--- config.mk ---
export PLATFORM = sky130hd
export DESIGN_NAME = ssd_scan_driver
export DESIGN_NICKNAME = d
export VERILOG_FILES = /design/src/rtl/ssd_scan_driver.sv
export SDC_FILE = /design/constraint.sdc
export NUM_CORES = 1
export LEC_CHECK = 0
export BUFFER_PORTS_ARGS = -buffer_cell sky130_fd_sc_hd__buf_2
export CELL_PAD_IN_SITES_DETAIL_PLACEMENT = 2
export CELL_PAD_IN_SITES_GLOBAL_PLACEMENT = 2
export CORE_MARGIN = 2
export CORE_UTILIZATION = 38
export CTS_BUF_LIST = sky130_fd_sc_hd__clkbuf_16
export CTS_CLUSTER_DIAMETER = 60
export DETAILED_ROUTE_END_ITERATION = 10
export PLACE_DENSITY_LB_ADDON = 0.05
export REMOVE_ABC_BUFFERS = 1
export SETUP_SLACK_MARGIN = 0.5
export SLEW_MARGIN = 10
export SYNTH_ARGS = -nofsm -noshare
export SYNTH_HDL_FRONTEND = slang
export SYNTH_SLANG_ARGS = --single-unit
--- constraint.sdc ---
create_clock -name clk -period 4.3 [get_ports clk]
set_clock_uncertainty 0.15 [all_clocks]
set_input_delay 0.43 -clock clk [delete_from_list [all_inputs] [get_ports clk]]
set_output_delay 0.43 -clock clk [all_outputs]
set_load 0.02 [all_outputs]
--- src/rtl/ssd_scan_driver.sv ---
// Multiplexed seven-segment scan driver with shadow register and leading-zero blanking.
// Optional hex glyphs for values 10-15 are enabled by defining SSD_HEX_EN.
module ssd_scan_driver #(
  parameter int N_DIGITS    = 4,
  parameter int REFRESH_DIV = 100000
) (
  input  logic                  clk,
  input  logic                  rst_n,
  input  logic [4*N_DIGITS-1:0] digits,
  input  logic                  load,
  input  logic                  lz_en,
  output logic [6:0]            seg,
  output logic [N_DIGITS-1:0]   an
);

  localparam int CW = (REFRESH_DIV > 1) ? $clog2(REFRESH_DIV) : 1;
  localparam int IW = (N_DIGITS > 1) ? $clog2(N_DIGITS) : 1;
  localparam logic [CW-1:0] COUNT_MAX = CW'(REFRESH_DIV - 1);
  localparam logic [IW-1:0] LAST_IDX  = IW'(N_DIGITS - 1);
  localparam logic [6:0]    SEG_BLANK = 7'b1111111;

  logic [CW-1:0]         count;
  logic [IW-1:0]         idx;
  logic [IW-1:0]         next_idx;
  logic [4*N_DIGITS-1:0] shadow;
  logic                  tick;
  logic [3:0]            sel_nibble;
  logic [N_DIGITS-1:0]   sel_an;
  logic                  sel_blank;
  logic                  all_zero;

  function automatic logic [6:0] decode(input logic [3:0] value);
    case (value)
      4'd0:    decode = 7'b0000001;
      4'd1:    decode = 7'b1001111;
      4'd2:    decode = 7'b0010010;
      4'd3:    decode = 7'b0000110;
      4'd4:    decode = 7'b1001100;
      4'd5:    decode = 7'b0100100;
      4'd6:    decode = 7'b0100000;
      4'd7:    decode = 7'b0001111;
      4'd8:    decode = 7'b0000000;
      4'd9:    decode = 7'b0000100;
`ifdef SSD_HEX_EN
      4'd10:   decode = 7'b0001000;
      4'd11:   decode = 7'b1100000;
      4'd12:   decode = 7'b0110001;
      4'd13:   decode = 7'b1000010;
      4'd14:   decode = 7'b0110000;
      default: decode = 7'b0111000;
`else
      default: decode = SEG_BLANK;
`endif
    endcase
  endfunction

  assign tick = (count == COUNT_MAX);

  // Walk digits from the top down so all_zero means "this digit and every higher one is 0".
  always_comb begin
    next_idx   = (idx == LAST_IDX) ? '0 : idx + 1'b1;
    sel_nibble = '0;
    sel_an     = '1;
    sel_blank  = 1'b0;
    all_zero   = 1'b1;
    for (int i = N_DIGITS - 1; i >= 0; i--) begin
      all_zero = all_zero & (shadow[4*i +: 4] == 4'd0);
      if (next_idx == IW'(i)) begin
        sel_nibble = shadow[4*i +: 4];
        sel_an[i]  = 1'b0;
        sel_blank  = lz_en && (i > 0) && all_zero;
      end
    end
  end

  always_ff @(posedge clk or negedge rst_n) begin
    if (!rst_n) begin
      count <= '0;
      idx   <= LAST_IDX;
    end else if (tick) begin
      count <= '0;
      idx   <= next_idx;
    end else begin
      count <= count + 1'b1;
    end
  end

  // The display stage reads shadow before this edge's load lands, so a coincident load waits a slot.
  always_ff @(posedge clk or negedge rst_n) begin
    if (!rst_n) begin
      shadow <= '0;
    end else if (load) begin
      shadow <= digits;
    end
  end

  always_ff @(posedge clk or negedge rst_n) begin
    if (!rst_n) begin
      seg <= SEG_BLANK;
      an  <= '1;
    end else if (tick) begin
      if (sel_blank) begin
        seg <= SEG_BLANK;
        an  <= '1;
      end else begin
        seg <= decode(sel_nibble);
        an  <= sel_an;
      end
    end
  end

endmodule
# Yosys cells after proc, flatten, opt, wreduce, memory -nomap -nowiden
# Memories as Yosys holds them, arrays and structs flattened.
# Index checks and enable logic that the tools add are counted.
# W data, S select, Z words.
op_classes:
  addsub: 2
  eq_ne: 5
  n_mux: 16
  bitwise_logic: 2
  reduce_logical: 7
op_table:
  columns: ["operator", "n"]
  rows:
  - ["$mux W4", 5]
  - ["$add A17 B1 Y17 const B", 1]
  - ["$eq A17 B17 Y1 const B", 1]
  - ["$mux W17", 1]
  - ["$logic_not A4 Y1", 3]
  - ["$mux W1", 8]
  - ["$mux W7", 1]
  - ["$eq A2 B2 Y1 const B", 3]
  - ["$logic_and A1 B1 Y1", 3]
  - ["$add A2 B1 Y2 const B", 1]
  - ["$and A1 B1 Y1", 2]
  - ["$eq A2 B1 Y1 const B", 1]
  - ["$logic_not A2 Y1", 1]
  - ["$mux W2", 1]
totals:
  ff_bits: 46
  rom_bits: 112
  in_bits: 20
  output_inout_bits: 11
  word_cells: 38
  n_memories: 1
mem_list:
  columns: ["name", "words", "word_bits", "rd", "rd_ports_with_merged_regs", "write_ports", "line", "text"]
  rows:
  - ["(name not given)", 16, 7, 1, 0, 0, "33", "case (value)"]

# Depth between registers and ports, before layout
# Gate-level depths: netlist of run 1.
# An unclocked memory read counts as a cell.
logic_depth:
  word_depth: 9
  ltp_mapped: 10
  depth_no_buf: 9

# Worst setup path after synthesis of run 1
# Ideal clock, no wire load.
synth_path:
  path_kind: "reg2reg"
  start: "register idx[0]"
  end: "register seg[5]"
  setup_time_ps: 68
  t_arrival_ps: 2160
  t_required_ps: 4082
  path_slack_ps: 1922
  path_stages_with_launch: 9
  path_buffers: 1
  synth_period_minus_slack_ps: 2378
  cell_sequence: "dfstp_2 inv_1 ha_1 buf_6 nand3b_1 a32o_1 ha_1 or2_2 a21oi_2"
synth_via:
  elab_chain_len: 9
  elab_cells_between_ends: 17
  cone_classes: "1 x add/sub; 4 x eq/ne; 10 x mux; 1 x reduce/logical; 1 x memory"
synth_rtl:
  columns: ["item", "line", "text"]
  rows:
  - ["from (decl)", "23", "logic [IW-1:0] idx;"]
  - ["from (signal assigned)", "82", "idx <= next_idx;"]
  - ["$add A2 B1 Y2 / $eq A2 B2 Y1 (equally long branches)", "61", "next_idx = (idx == LAST_IDX) ? '0 : idx + 1'b1;"]
  - ["$mux W2 *", "61", null]
  - ["$eq A2 B2 Y1", "68", "if (next_idx == IW'(i)) begin"]
  - ["$mux W4 (4 in a row)", "68", null]
  - ["$mem_v2 Z16 W7", null, null]
  - ["$mux W7 *", "102", "if (sel_blank) begin"]
  - ["to (signal assigned)", "106", "seg <= decode(sel_nibble);"]
  - ["to (decl)", "12", "output logic [6:0] seg,"]
# Every way passes the cells marked *; elsewhere a longest branch is shown, timed or not.
# A chain may end at the register's enable or synchronous reset.

# Final worst setup path of run 1
layout_path:
  start: "register idx[0]"
  end: "register seg[2]"
# The elaborated chain is that of the path after synthesis.

==> impl_metrics.py, run 1 <==
metrics = {
    "timing": {
        "setup_viol": 0,
        "worst_pin_slew_ns": 1.14,
        "slew_headroom_pct": 24.1,
        "finalCritPeriodShare_pct": 63.8,
        "rsz0062_at_grt": "false",
        "fin_crit_ns": 2.74,
        "max_freq_mhz": 364,
        "drv_slew": 0,
        "hold_viol_final": 0,
        "setup_tns_ns": 0,
    },
    "synth": {
        "syn_area_per_cell_um2": 11.1,
        "synth_seq_cells": 46,
        "synth.area.mux_share_pct": 8.01,
        "synth_compound_area_share_pct": 9.83,
        "ys.flop_type": "dfrtp_1",
        "synth-simple-area-share_pct": 18.1,
        "synth_edf_count": 0,
        "yosysSeqAreaShare_pct": 48.5,
        "ys_async_sr_fraction_pct": 100,
        "synth_fa_ha_area_share_pct": 6.24,
        "syn_area_mm2": 0.00240,
        "synth.distinct_cells": 44,
        "yosys_warnings": 0,
        "synth_xor_area_share_pct": 5.46,
        "synth_top_family_by_area": "simple AND/OR/NAND/NOR gates",
        "syn_inst": 216,
    },
    "global_route": {
        "antenna_found_initial": 0,
        "first_global_vias": 1971,
        "grt_pass1_wl_um": 10100,
        "grt_usage_pct": 17.9,
        "grt_max_degree": 47,
        "grt_overflow": 0,
    },
    "route": {
        "vias": 1715,
        "drcViolationCount": 0,
        "ant_nets": 0,
        "wl_per_cell_um": 18.1,
        "routed_wl_um": 5820,
        "drtIter0Drc": 27,
        "drt_first_pass_iters": 4,
        "vias_per_cell": 5.34,
    },
    "setup_path": {
        "cp.arrival_ns": 2.79,
        "path_common_cell": "ha_1",
        "cp_slowest_cell": "dfstp_2",
        "endpoint_kind": "flop",
        "crit_family": "compound AO/OA/AOI/OAI gates",
        "critPathKind": "reg2reg",
        "r2r-start": "idx[0]",
        "worst-path-max-fanout": 15,
        "slowest_delay_ns": 0.57,
        "crit_path_start_kind": "flop",
        "crit_chain": "inv_1 > ha_1 > a21oi_1 > a32o_1 > ha_1 > mux2i_1 > o311ai_0 > nand2_1",
        "crit_buf_inv": 1,
        "cp.required_ns": 4.35,
        "critical_path.startpoint": "idx[0]",
    },
    "place": {
        "routabilityCongestion": 0.848,
        "hpwl_um": 4350,
        "dpl_cell_area_mm2": 0.00259,
        "port_buffers": 30,
        "dp_cells": 313,
    },
    "power": {
        "p_int_uw": 753,
        "swShare_pct": 22.1,
        "pwr-share-clk_pct": 44.3,
        "seqPwrFrac_pct": 47.6,
        "switching_power_uw": 214,
        "pwr-share-comb_pct": 8.1,
        "peakVddDrop_mv": 0.214,
        "cellPowerDensity_mw_per_mm2": 351,
        "p_leak_nw": 1.20,
    },
    "layout": {
        "layout_common_cells": "dfrtp_1, buf_2, nor2_1",
        "fin_area_mm2": 0.00276,
        "num_antenna_cells": 0,
        "final_common_cell": "dfrtp_1",
        "fin_cells": 321,
        "syn_to_final_growth_pct": 14.6,
        "nets": 277,
        "drive_gt1_share_pct": 30.9,
    },
    "die": {
        "boundaryPins": 31,
        "die_x_um": 83.6,
        "core_mm2": 0.00603,
        "rows": 28,
        "die_h_um": 83.6,
        "start_util_pct": 39.9,
        "die-area_mm2": 0.00698,
    },
    "clock_network": {
        "clock_sinks": 46,
        "ctsResizeCount": 0,
        "cts_hold_buffers": 0,
        "h-tree-depth": 2,
        "clockBufferDepth": 2,
        "cts_root_buf": "clkbuf_16",
        "path_clk_slew_ns": 0.06,
        "cts-buffers-inserted": 5,
        "cts_tree": "done",
        "postCtsSetupBuffers": 0,
        "clk_latency_ns": 0.28,
    },
    "outcome": {
        "status": "finished, final reports clean",
    },
    "min_path": {
        "min_path_type": "in2async",
    },
    "flow_run": {
        "cap_violations": 0,
    },
}
==> flip-flops by register name (all words and copies together), names as in the netlist <==
register,cells
count,17
shadow,16
an,4
seg,7
idx,2
==> routing by layer <==
| metal | GRT usage, % | part of all wire [%] | up-vias |
|---|---|---|---|
| li1 | - | - | 812 |
| met1 | 22.6 | 43 | 873 |
| met2 | 32.1 | 53 | 26 |
| met3 | 3.17 | 2.8 | 4 |
| met4 | 3.81 | 0.88 | 0 |
| met5 | 0 | 0 | - |
==> final cells by class <==
type | instances | area [µm²]
multi-input cells | 152 | 1140
inverters | 10 | 37.5
well taps | 75 | 93.8
clock buffers | 5 | 125
fillers | 654 | 3270
clock inverters | 3 | 37.5
repair buffers | 30 | 150
flip-flops and latches | 46 | 1170
==> metrics by stage <==
stage / power [mW] / setup slack (ns) / hold WS, ns / utilization (%)
after floorplan: 0.509 / 1.91 / -0.0156 / -
after global placement: 0.540 / 1.77 / 0.310 / 43.0
after detailed placement: 0.547 / 1.62 / 0.318 / 43.0
after CTS: 0.986 / 1.54 / 0.205 / 45.7
after global routing: 1.02 / 1.36 / 0.221 / 45.7
final: 0.967 / 1.56 / 0.171 / 45.7
==> logic make-up after synthesis <==
kind of cell | Yosys count
mux | 17
xor+xnor | 15
simple gates | 78
fa+ha+maj | 12
buf+inv | 18
compound gates | 30
flops | 46
==> cell usage after synthesis, drive strengths merged, types with 2 or more instances <==
| cell type | count | share of area (%) |
|---|---|---|
| ha | 12 | 6.2 |
| nand4bb | 3 | 1.4 |
| xnor2 | 7 | 2.5 |
| nor3 | 3 | 1.1 |
| buf | 6 | 2.0 |
| dfstp | 13 | 14 |
| a32o | 2 | 0.83 |
| and3 | 3 | 0.99 |
| a31oi | 3 | 0.78 |
| nand3b | 4 | 1.8 |
| nor4 | 2 | 0.52 |
| clkbuf | 2 | 0.31 |
| a21oi | 10 | 2.5 |
| mux2 | 15 | 7.2 |
| inv | 10 | 1.6 |
| nand4 | 7 | 1.8 |
| nor2 | 23 | 3.7 |
| dfrtp | 33 | 34 |
| xor2 | 8 | 2.9 |
| o21ai | 7 | 1.5 |
| and4 | 2 | 0.73 |
| mux2i | 2 | 0.83 |
| nand2 | 17 | 2.8 |
| nor2b | 2 | 0.52 |
| nand3 | 8 | 1.7 |
| o211ai | 3 | 0.94 |
==> path summary, 6_finish.rpt <==
path | to | cells after the start | slack [ns]
min in group clk | shadow[0] | 3 | 0.21
max reg2reg | seg[2] | 8 | 1.56
min | count[11] | 1 | 0.17
min reg2reg | an[0] | 2 | 0.32
max in group asynchronous | shadow[12] | 1 | 3.20
max | seg[2] | 8 | 1.56
==> power groups by stage <==
stage / clock network [mW] / registers (mW) / logic (mW)
5_1_grt: 0.464 / 0.462 / 0.0891
3_3_place_gp: 0 / 0.467 / 0.0726
3_5_place_dp: 0 / 0.468 / 0.0793
2_1_floorplan: 0 / 0.463 / 0.0466
4_1_cts: 0.444 / 0.461 / 0.0809
6_report: 0.428 / 0.460 / 0.0785
No activity file was read; power rests on OpenSTA's default activity.
==> run 2, diff against run 1 <==
==> constraint.sdc (replaced) <==
create_clock -name clk -period 2.65 [get_ports clk]
set_clock_uncertainty 0.15 [all_clocks]
set_input_delay 0.265 -clock clk [delete_from_list [all_inputs] [get_ports clk]]
set_output_delay 0.265 -clock clk [all_outputs]
set_load 0.02 [all_outputs]
==> run 2 against run 1 <==
Maximum frequency grew 17%. Die area unchanged. Sequential share of layout area is 4.0 points lower. Combinational power rose by 110%. Global-route usage grew 2.4 points. Critical endpoint is now seg[3]. Wire length increased by 18%. Sequential power grew 63%. Flip-flop and latch count did not move. Critical path depth up 2. Count of clock-buffer cells in the layout unchanged. Non-clock buffer count grew 23.
==> impl_metrics.py, run 2 (synthesized netlist as in run 1, its figures left out) <==
metrics = {
    "outcome": {
        "status": "finished, final reports clean",
    },
    "power": {
        "power_mw": 1.51,
        "peakVddDrop_mv": 0.250,
        "p_leak_nw": 1.33,
        "cellPowerDensity_mw_per_mm2": 496,
    },
    "setup_path": {
        "cp.arrival_ns": 2.42,
        "cp.required_ns": 2.71,
        "critPathKind": "reg2reg",
        "crit_path_start_kind": "flop",
        "r2r-start": "idx[1]",
        "worst-r2r-cell-count": 10,
        "rr_endpoint": "seg[3]",
        "endpoint_kind": "flop",
        "worst-path-max-fanout": 6,
        "r2r_setup_slack_ns": 0.30,
        "critical_path.startpoint": "idx[1]",
    },
    "global_route": {
        "antenna_found_initial": 0,
        "grt_overflow": 0,
        "first_global_vias": 2135,
        "grt_usage_pct": 20.3,
        "grt_max_degree": 47,
        "grt_pass1_wl_um": 11300,
    },
    "route": {
        "ant_nets": 0,
        "vias": 1874,
        "vias_per_cell": 5.45,
        "drt_first_pass_iters": 4,
        "routed_wl_um": 6890,
        "drcViolationCount": 0,
        "wl_per_cell_um": 20.0,
        "drtIter0Drc": 72,
    },
    "die": {
        "start_util_pct": 39.9,
        "boundaryPins": 31,
        "die_h_um": 83.6,
        "core_mm2": 0.00603,
        "die_x_um": 83.6,
        "die-area_mm2": 0.00698,
        "rows": 28,
    },
    "clock_network": {
        "clockBufferDepth": 2,
        "cts_root_buf": "clkbuf_16",
        "cts_hold_buffers": 0,
        "cts-buffers-inserted": 5,
        "clk_latency_ns": 0.29,
        "h-tree-depth": 2,
        "path_clk_slew_ns": 0.06,
        "cts_tree": "done",
        "clock_sinks": 46,
    },
    "timing": {
        "finalCritPeriodShare_pct": 88.8,
        "setup_viol": 0,
        "drv_slew": 0,
        "rsz0062_at_grt": "true",
        "fin_crit_ns": 2.35,
        "max_freq_mhz": 425,
        "slew_headroom_pct": 31.5,
        "setup_tns_ns": 0,
        "worst_pin_slew_ns": 1.03,
        "hold_viol_final": 0,
    },
    "layout": {
        "syn_to_final_growth_pct": 26.6,
        "largest_reg_flops": 17,
        "regMostFlops": "count",
        "n_fill_cell": 633,
        "layout_common_cells": "dfrtp_1, buf_2, nor2_1",
        "largestRegisters": "count x17, shadow x16, seg x7",
        "final_common_cell": "dfrtp_1",
        "seq_area_mm2": 0.00117,
        "drive_gt1_share_pct": 45.0,
        "multi_input_area_mm2": 0.00127,
        "nets": 300,
        "num_antenna_cells": 0,
        "fin_util_pct": 50.5,
    },
    "place": {
        "routabilityCongestion": 0.842,
        "port_buffers": 30,
        "hpwl_um": 4420,
    },
    "flow_run": {
        "cap_violations": 0,
    },
    "min_path": {
        "min_path_type": "in2async",
    },
}
## run 2: cell count changes in the layout (fill, tap and decap cells not counted), sizes merged
cell / change
buf: +23
bufinv: -1
clkinv: -1
clkinvlp: +1
inv: +1
## run 2: power breakdown
group	leakage, nW	total, mW	switching, mW	internal, mW
registers	0.548	0.749	0.0218	0.727
logic	0.708	0.162	0.0836	0.0786
clock network	0.0724	0.600	0.257	0.343
total	1.33	1.51	0.363	1.15
## run 2: timing repair
item / in CTS / in global routing
pin swaps: 9 / 8
resized for setup: 25 / 11
buffers inserted: 10 / 8
endpoints found under the setup margin: 10 / 13
## run 2: worst max-delay path by stage
stage               cells after the start  endpoint  slack, ns
floorplan                               7    seg[5]       0.26
finish                                 10    seg[3]       0.30
global placement                        8    seg[2]       0.14
CTS                                     9    seg[6]       0.33
global route                           10    seg[3]       0.22
detailed placement                      8    seg[2]       0.04
## run 2: critical path, cell delays in order (launching register included)
cell	delay [ns]
dfstp_2	0.59
inv_4	0.07
ha_4	0.19
buf_4	0.17
a21oi_2	0.19
a32oi_4	0.15
buf_6	0.15
ha_4	0.23
mux2_4	0.27
nand2_2	0.07
a21oi_2	0.05
## run 2: cell type report
cell class | count | area share [%]
Multi-Input combinational cell | 152 | 41.6
Timing Repair Buffer | 53 | 11.1
Clock inverter | 3 | 0.493
Clock buffer | 5 | 4.11
Sequential cell | 46 | 38.3
Inverter | 10 | 1.31
Tap cell | 75 | 3.08
## run 2: metal layers
layer | vias up | track usage, % | share of wire (%)
li1 | 857 | - | -
met1 | 971 | 23.2 | 40
met2 | 33 | 37.7 | 55
met3 | 13 | 3.76 | 2.6
met4 | 0 | 6.89 | 2.1
met5 | - | 0 | 0
## run 2: metrics by stage
step | std cells | worst slack [ns] | cell area, µm² | hold WS (ns)
final | 344 | 0.296 | 3050 | 0.00526
after global routing | 344 | 0.220 | 3050 | 0.0473
after CTS | 336 | 0.332 | 2950 | 0.0328
after detailed placement | 318 | 0.0439 | 2630 | 0.333
after global placement | 318 | 0.142 | 2630 | 0.310
after floorplan | 208 | 0.258 | 2350 | -0.181
==> run 3, diff against run 2 <==
--- a/config.mk
+++ b/config.mk
@@ -13,7 +13,7 @@
 export CTS_BUF_LIST = sky130_fd_sc_hd__clkbuf_16
 export CTS_CLUSTER_DIAMETER = 60
 export DETAILED_ROUTE_END_ITERATION = 10
-export PLACE_DENSITY_LB_ADDON = 0.05
+export PLACE_DENSITY_LB_ADDON = 0.1
 export REMOVE_ABC_BUFFERS = 1
 export SETUP_SLACK_MARGIN = 0.5
 export SLEW_MARGIN = 10
==> run 3 against run 2 <==
Maximum frequency grew 2.0%. Critical path depth shrank 2. Power grew 0.53%. Core utilization shrank 0.12 points. Largest power group unchanged.
==> impl_metrics.py, run 3 (synthesized netlist as in run 1, its figures left out) <==
metrics = {
    "global_route": {
        "grt_usage_pct": 19.4,
        "busiest_layer": "met2",
        "use_met1_pct": 25.3,
        "met2_usage_pct": 33.4,
        "first_global_vias": 2075,
        "antenna_found_initial": 0,
        "use_met3_pct": 3.46,
        "grt_pass1_wl_um": 10800,
        "grt_overflow": 0,
        "grt_max_degree": 47,
    },
    "timing": {
        "finalCritPeriodShare_pct": 87.1,
        "fin_crit_ns": 2.31,
        "drv_slew": 0,
        "max_freq_mhz": 433,
        "rsz0062_at_grt": "true",
        "hold-worst-slack_ns": 0.0360,
        "worst_pin_slew_ns": 0.588,
        "setup_viol": 0,
        "setup_ws_ns": 0.341,
        "setup_tns_ns": 0,
        "hold_viol_final": 0,
        "slew_headroom_pct": 60.8,
    },
    "power": {
        "power_mw": 1.52,
        "p_leak_nw": 1.35,
        "peakVddDrop_mv": 0.306,
        "cellPowerDensity_mw_per_mm2": 500,
    },
    "layout": {
        "num_antenna_cells": 0,
        "layout_common_cells": "dfrtp_1, buf_2, nor2_1",
        "largestRegisters": "count x17, shadow x16, seg x7",
        "multi_input_area_mm2": 0.00122,
        "largest_reg_flops": 17,
        "fin_area_mm2": 0.00304,
        "drive_gt1_share_pct": 44.1,
        "syn_to_final_growth_pct": 26.3,
        "fin_cells": 347,
        "regMostFlops": "count",
        "n_fill_cell": 614,
        "final_common_cell": "dfrtp_1",
        "nets": 303,
        "fin_util_pct": 50.4,
        "seq_area_mm2": 0.00117,
    },
    "outcome": {
        "status": "finished, final reports clean",
    },
    "route": {
        "ant_nets": 0,
        "vias": 1824,
        "vias_per_cell": 5.26,
        "drcViolationCount": 0,
        "drtIter0Drc": 45,
        "drt_first_pass_iters": 4,
        "routed_wl_um": 6480,
        "wl_per_cell_um": 18.7,
    },
    "die": {
        "core_mm2": 0.00603,
        "boundaryPins": 31,
        "start_util_pct": 39.9,
        "die-area_mm2": 0.00698,
        "die_h_um": 83.6,
        "die_x_um": 83.6,
        "rows": 28,
    },
    "place": {
        "port_buffers": 30,
        "pre_cts_ws_ns": 0.0299,
        "dpl_cell_area_mm2": 0.00264,
        "dp_cells": 319,
        "routabilityCongestion": 0.717,
        "hpwl_um": 3980,
    },
    "setup_path": {
        "endpoint_kind": "flop",
        "crit_path_start_kind": "flop",
        "cp.arrival_ns": 2.38,
        "cp.required_ns": 2.72,
        "critPathKind": "reg2reg",
        "worst-path-max-fanout": 6,
        "r2r_setup_slack_ns": 0.34,
    },
    "clock_network": {
        "clock_sinks": 46,
        "clockBufferDepth": 2,
        "h-tree-depth": 2,
        "cts_tree": "done",
        "cts_root_buf": "clkbuf_16",
        "clk_latency_ns": 0.29,
        "cts-buffers-inserted": 5,
        "path_clk_slew_ns": 0.06,
    },
    "min_path": {
        "min_path_type": "in2reg",
    },
    "flow_run": {
        "cap_violations": 0,
    },
}
## run 3: per-layer routing
metal / share of wire, % / vias to the layer above / routed length, µm
met3: 2.4 / 9 / 155
li1: - / 865 / -
met2: 53 / 28 / 3450
met4: 1.5 / 0 / 97
met5: 0 / - / 0
met1: 43 / 922 / 2780
## run 3: final cells by class
cell class / count / share of cell area [%]
Multi-Input combinational cell: 152 / 40.3
Sequential cell: 46 / 38.4
Timing Repair Buffer: 56 / 12.2
Clock buffer: 5 / 4.12
Tap cell: 75 / 3.09
Inverter: 10 / 1.32
Clock inverter: 3 / 0.535
## run 3: path summary, 6_finish.rpt
kind,startpoint,endpoint,cells after the start
max in group asynchronous,rst_n,shadow[12],3
max,idx[1],seg[3],8
max reg2reg,idx[1],seg[3],8
min in group asynchronous,rst_n,count[9],3
min,digits[0],shadow[0],3
min reg2reg,an[0],an[0],2
## run 3: timing repair
action,in CTS,in global routing
resized for setup,24,10
buffers inserted,16,3
hold buffers,1,0
pin swaps,10,10
endpoints found under the setup margin,13,10
endpoints found under the hold margin,33,0
## run 3: power breakdown
| group | internal [mW] | switching (mW) |
|---|---|---|
| clock network | 0.345 | 0.268 |
| registers | 0.727 | 0.0205 |
| logic | 0.0786 | 0.0800 |
| total | 1.15 | 0.368 |
## run 3: worst max-delay path, cell delays in order, from the launching register on
cell and delay, ns:
dfstp_2 0.58, inv_4 0.07, ha_4 0.18, nand4bb_1 0.21, a32oi_2 0.32, ha_1 0.32, mux2_4 0.28, nand2_2 0.07
a21oi_2 0.04
